==> src/rtl/nibble_tx.sv <==
// -----------------------------------------------------------------------------
// nibble_tx
//   Transmit side of the nibble-split port interface. Bytes arrive on an 8-bit
//   valid/ready input, are buffered in a small FIFO, and leave as two 4-bit
//   nibbles on a narrow valid/ready output. Every byte yields exactly two
//   nibble beats. With out_ready held high a continuous stream has no gaps.
//
//   Parameters
//     DEPTH      byte FIFO depth (power of 2, >= 2)
//     MSN_FIRST  1: bits [7:4] go out first, 0: bits [3:0] go out first
//
//   Ports
//     clk        single clock, rising edge
//     rst_n      asynchronous active-low reset
//     in_data    byte to transmit (raw bits, no sign handling)
//     in_valid   in_data valid
//     in_ready   FIFO can accept a byte (level != DEPTH)
//     out_nib    current nibble (registered)
//     out_valid  out_nib valid (registered)
//     out_ready  downstream accepts the nibble
//     out_last   out_nib is the second nibble of its byte (registered)
//     level      bytes held in the FIFO, not counting the byte being sent
//     out_par    even parity of out_nib, registered with it
//                (present only when NIBBLE_TX_PARITY_EN is defined)
//
//   Build option
//     NIBBLE_TX_PARITY_EN  adds the out_par output
// -----------------------------------------------------------------------------
module nibble_tx #(
    parameter int DEPTH     = 4,
    parameter bit MSN_FIRST = 1'b1
) (
    input  logic                     clk,
    input  logic                     rst_n,
    input  logic [7:0]               in_data,
    input  logic                     in_valid,
    output logic                     in_ready,
    output logic [3:0]               out_nib,
    output logic                     out_valid,
    input  logic                     out_ready,
    output logic                     out_last,
    output logic [$clog2(DEPTH):0]   level
`ifdef NIBBLE_TX_PARITY_EN
    ,
    output logic                     out_par
`endif
);

    localparam int AW = $clog2(DEPTH);
    localparam logic [AW:0] FULL_LVL = DEPTH[AW:0];

    typedef enum logic [1:0] {
        IDLE   = 2'd0,
        FIRST  = 2'd1,
        SECOND = 2'd2
    } state_e;

    function automatic logic [3:0] first_nib(input logic [7:0] b);
        return MSN_FIRST ? b[7:4] : b[3:0];
    endfunction

    function automatic logic [3:0] second_nib(input logic [7:0] b);
        return MSN_FIRST ? b[3:0] : b[7:4];
    endfunction

    // Pointers carry one extra MSB so that full (level == DEPTH) and empty
    // (level == 0) stay distinguishable after wrap.
    logic [AW:0]  wr_ptr_q, wr_ptr_d;
    logic [AW:0]  rd_ptr_q, rd_ptr_d;
    logic [AW:0]  level_w;
    logic [7:0]   mem_q [DEPTH];
    logic [7:0]   head;

    state_e       state_q;
    logic [7:0]   hold_q;
    logic         out_valid_q;
    logic [3:0]   out_nib_q;
    logic         out_last_q;
    logic         out_par_q;

    logic         push;
    logic         pop;

    assign level_w  = wr_ptr_q - rd_ptr_q;
    assign level    = level_w;
    // in_ready looks only at the registered level, so a full FIFO never
    // accepts a byte even in a cycle where it is also popped.
    assign in_ready = (level_w != FULL_LVL);
    assign push     = in_valid && in_ready;
    assign head     = mem_q[rd_ptr_q[AW-1:0]];

    // A pop loads the holding register: from IDLE whenever data is queued,
    // and from SECOND when its last nibble is accepted (back-to-back bytes).
    assign pop = (level_w != '0) &&
                 ((state_q == IDLE) || ((state_q == SECOND) && out_ready));

    assign wr_ptr_d = wr_ptr_q + {{AW{1'b0}}, push};
    assign rd_ptr_d = rd_ptr_q + {{AW{1'b0}}, pop};

    // FIFO storage holds no control state, so it needs no reset.
    always_ff @(posedge clk) begin
        if (push) begin
            mem_q[wr_ptr_q[AW-1:0]] <= in_data;
        end
    end

    always_ff @(posedge clk or negedge rst_n) begin
        if (!rst_n) begin
            wr_ptr_q <= '0;
            rd_ptr_q <= '0;
        end else begin
            wr_ptr_q <= wr_ptr_d;
            rd_ptr_q <= rd_ptr_d;
        end
    end

    // Output sequencer: every output is a register updated here.
    always_ff @(posedge clk or negedge rst_n) begin
        if (!rst_n) begin
            state_q     <= IDLE;
            hold_q      <= 8'h00;
            out_valid_q <= 1'b0;
            out_nib_q   <= 4'h0;
            out_last_q  <= 1'b0;
            out_par_q   <= 1'b0;
        end else begin
            case (state_q)
                IDLE: begin
                    if (pop) begin
                        hold_q      <= head;
                        out_valid_q <= 1'b1;
                        out_nib_q   <= first_nib(head);
                        out_last_q  <= 1'b0;
                        out_par_q   <= ^first_nib(head);
                        state_q     <= FIRST;
                    end
                end
                FIRST: begin
                    if (out_ready) begin
                        out_nib_q  <= second_nib(hold_q);
                        out_last_q <= 1'b1;
                        out_par_q  <= ^second_nib(hold_q);
                        state_q    <= SECOND;
                    end
                end
                SECOND: begin
                    if (out_ready) begin
                        if (pop) begin
                            hold_q      <= head;
                            out_nib_q   <= first_nib(head);
                            out_last_q  <= 1'b0;
                            out_par_q   <= ^first_nib(head);
                            state_q     <= FIRST;
                        end else begin
                            out_valid_q <= 1'b0;
                            out_nib_q   <= 4'h0;
                            out_last_q  <= 1'b0;
                            out_par_q   <= 1'b0;
                            state_q     <= IDLE;
                        end
                    end
                end
                default: begin
                    out_valid_q <= 1'b0;
                    state_q     <= IDLE;
                end
            endcase
        end
    end

    assign out_valid = out_valid_q;
    assign out_nib   = out_nib_q;
    assign out_last  = out_last_q;

`ifdef NIBBLE_TX_PARITY_EN
    assign out_par = out_par_q;
`else
    // Parity is still tracked so the register set is identical in both
    // builds; without the port it simply has no load.
    logic unused_par;
    assign unused_par = out_par_q;
`endif

endmodule

==> config.mk <==
export PLATFORM = sky130hd
export DESIGN_NAME = nibble_tx
export DESIGN_NICKNAME = d
export VERILOG_FILES = /design/src/rtl/nibble_tx.sv
export SDC_FILE = /design/constraint.sdc
export NUM_CORES = 1
export LEC_CHECK = 0
export CORE_MARGIN = 3
export CORE_UTILIZATION = 40
export DETAILED_ROUTE_END_ITERATION = 12
export PLACE_DENSITY_LB_ADDON = 0.15
export SETUP_SLACK_MARGIN = 0.1
export SYNTH_ARGS = -nofsm -noshare
export SYNTH_HDL_FRONTEND = slang
export SYNTH_SLANG_ARGS = --single-unit
==> constraint.sdc <==
create_clock -name clk -period 2.7 [get_ports clk]
set_input_delay 0.405 -clock clk [delete_from_list [all_inputs] [get_ports clk]]
set_output_delay 0.405 -clock clk [all_outputs]
set_load 0.1 [all_outputs]
==> impl_metrics.toml <==
[grt]
top_usage_layer = "met2"
grt.met1_usage_pct = 16.3
grt.total_usage_pct = 13.3
grt_util_met2_pct = 22.6
gr-total-overflow = 0
antenna_found_initial = 0
grt_max_degree = 19
gr-usage-met3_pct = 3.97
grt_first_pass_wirelength_um = 6150
grt_pass1_vias = 1249

[worst_setup_path]
critical_path.max_stage_delay_ns = 0.44
cp.required_ns = 2.30
reg2reg_depth = 11
path_max_fanout = 4
cp-end-kind = "output port"
critPathLaunchType = "flip-flop"
reg2reg_slack_ns = 0.28
critPathKind = "reg -> out"
slowest_stage = "dfrtp_2"
path_cells = "inv_4 -> ha_4 -> fa_2 -> xnor3_2 -> clkinvlp_4 -> buf_4 -> buf_12"
arrival_ns = 2.08

[yosys]
yosysTopAreaCellShare_pct = 44.7
synth.avg_cell_area_um2 = 15.6
async_reset_ff_share_pct = 36.0
synthCells = 138
synthSimpleGateAreaFrac_pct = 5.06
synth_xor_area_share_pct = 1.92
muxShareOfSynthArea_pct = 11.6
synth_top_family_by_area = "multiplexers"
synth_edf_count = 32
synthTopCellsByArea = "edfxtp_1 45%, dfrtp_1 21%, mux4_2 8.4%"
yosysMostFrequentCell = "edfxtp_1"
netlist_area_um2 = 2150
synth-compound-area-share_pct = 6.64
yosys_warnings = 0
synth_common_cells = "32 x edfxtp_1, 18 x dfrtp_1, 10 x inv_1"
synth_nets = 160
seq_area_frac_synth_pct = 65.7
synth_seq_cells = 50
synth-main-ff-cell = "edfxtp_1"
yosysUniqueCellTypes = 27
synthAdderAreaFrac_pct = 6.17
synth_top_area_cell = "edfxtp_1"

[detailed_routing]
vias_per_cell = 4.88
drc = 0
vias = 1191
drt_pre_antenna_iters = 4
dr.first_iter.drc_count = 27
ant_nets = 0
drt-total-wl_um = 3690
wl_per_cell_um = 15.1

[final_layout]
syn2layout_area_growth_pct = 26.8
num-fill-cells = 448
diodes = 0
drive_gt1_share_pct = 35.6
num-nets-final = 195

[timing]
slew-limit-headroom_pct = 43.8
period_share_pct = 91.9
slew_viol_final = 0
finalHoldViolCount = 0
setup_viol = 0
fin_ws_ns = 0.219
max_freq_mhz = 403
hold_slack_ns = 0.487
rsz0062_at_grt = "false"
fin_skew_ns = 0.00985
tightest_slew_ns = 0.840
post-route-min-period_ns = 2.48

[die]
initial_core_util_pct = 41.8
die_x_um = 79.3
dieArea_um2 = 6290
io_pins = 22
core_um2 = 5140
die_h_um = 79.3
num_rows = 26

[status]
status = "finished, final reports clean"

[clock_tree]
clk_path_buf_depth = 2
htree_num_levels = 2
clkSinkCount = 50
clk_latency_ns = 0.30
clk_pin_slew_ns = 0.09
cts_tree = "done"
numCtsBuffers = 5
cts-root-buf = "clkbuf_8"

[place]
hpwl_um = 2710
globalplace.congestion = 0.780
portBuffers = 21
pre_cts_ws_ns = 0.246

[run]
drv_cap = 0

[worst_hold_path]
hp-class = "reg -> reg"
whs_path_depth = 1
[layer usage]
| layer | vias up | part of all wire [%] |
|---|---|---|
| met2 | 20 | 50 |
| met5 | - | 0 |
| met4 | 0 | 0.97 |
| li1 | 581 | - |
| met3 | 4 | 3.5 |
| met1 | 586 | 45 |
[area by class of cell]
| class | instances | area (um2) | share of cell area (%) |
|---|---|---|---|
| Tap cell | 70 | 87.6 | 3.21 |
| Clock buffer | 6 | 72.6 | 2.66 |
| Multi-Input combinational cell | 72 | 769 | 28.2 |
| Timing Repair Buffer | 34 | 320 | 11.8 |
| Sequential cell | 50 | 1410 | 51.9 |
| Inverter | 10 | 43.8 | 1.61 |
| Clock inverter | 2 | 17.5 | 0.643 |
[final timing paths]
kind | from | end
hold / removal | rd_ptr_q[2] | rd_ptr_q[2]
min in group asynchronous | rst_n | out_valid
hold reg to reg | rd_ptr_q[2] | rd_ptr_q[2]
setup reg to reg | wr_ptr_q[0] | rd_ptr_q[2]
max in group asynchronous | rst_n | wr_ptr_q[0]
setup / recovery | wr_ptr_q[0] | level[2]
[logic make-up after synthesis]
kind of cell	after synthesis
flops	50
simple gates	23
compound gates	22
buf+inv	16
mux	14
fa+ha+maj	10
xor+xnor	3
[repair_timing]
item,4_1_cts,5_1_grt
setup buffers,1,4
gates resized for setup,0,2
endpoints found under the hold margin,0,0
hold buffers,0,0
endpoints found under the setup margin,1,7
[worst max-delay path: cells and delay by family (launching register included)]
kind	cells	cell delay (ns)
xor+xnor	1	0.29
buf+inv	4	0.56
fa+ha+maj	2	0.48
flops	1	0.44
[stage by stage]
step	cell area, um2	std cells	util [%]	TNS (ns)
5_1_grt	2730	244	53.0	0
6_report	2730	244	53.0	0
3_5_place_dp	2590	231	50.5	0
2_1_floorplan	2250	138	-	-8.28
3_3_place_gp	2590	231	50.5	0
4_1_cts	2690	240	52.4	0
[cells in the final DEF, fill, tap and decap left out, types with 2 or more instances in the layout]
cell type,count
ha_1,8
clkdlybuf4s50_1,11
clkbuf_8,5
nand3_1,5
buf_12,3
a31oi_1,4
dfrtp_1,16
nand2_8,2
xor2_1,2
a21oi_1,8
inv_1,7
edfxtp_1,32
buf_4,20
mux4_2,8
nor3_4,4
mux2_2,4
dfrtp_2,2
nor2_1,8
o21ai_0,7
[sequential cells by signal (all words and copies together) (netlist names)]
register and cells:
out_last 1, wr_ptr_q 3, out_valid 1, rd_ptr_q 3, hold_q 4, mem_q 32
out_nib 4, state_q 2
Power is not shown: default switching activity piles up to over one toggle a cycle in this logic, so the estimate is an artifact.
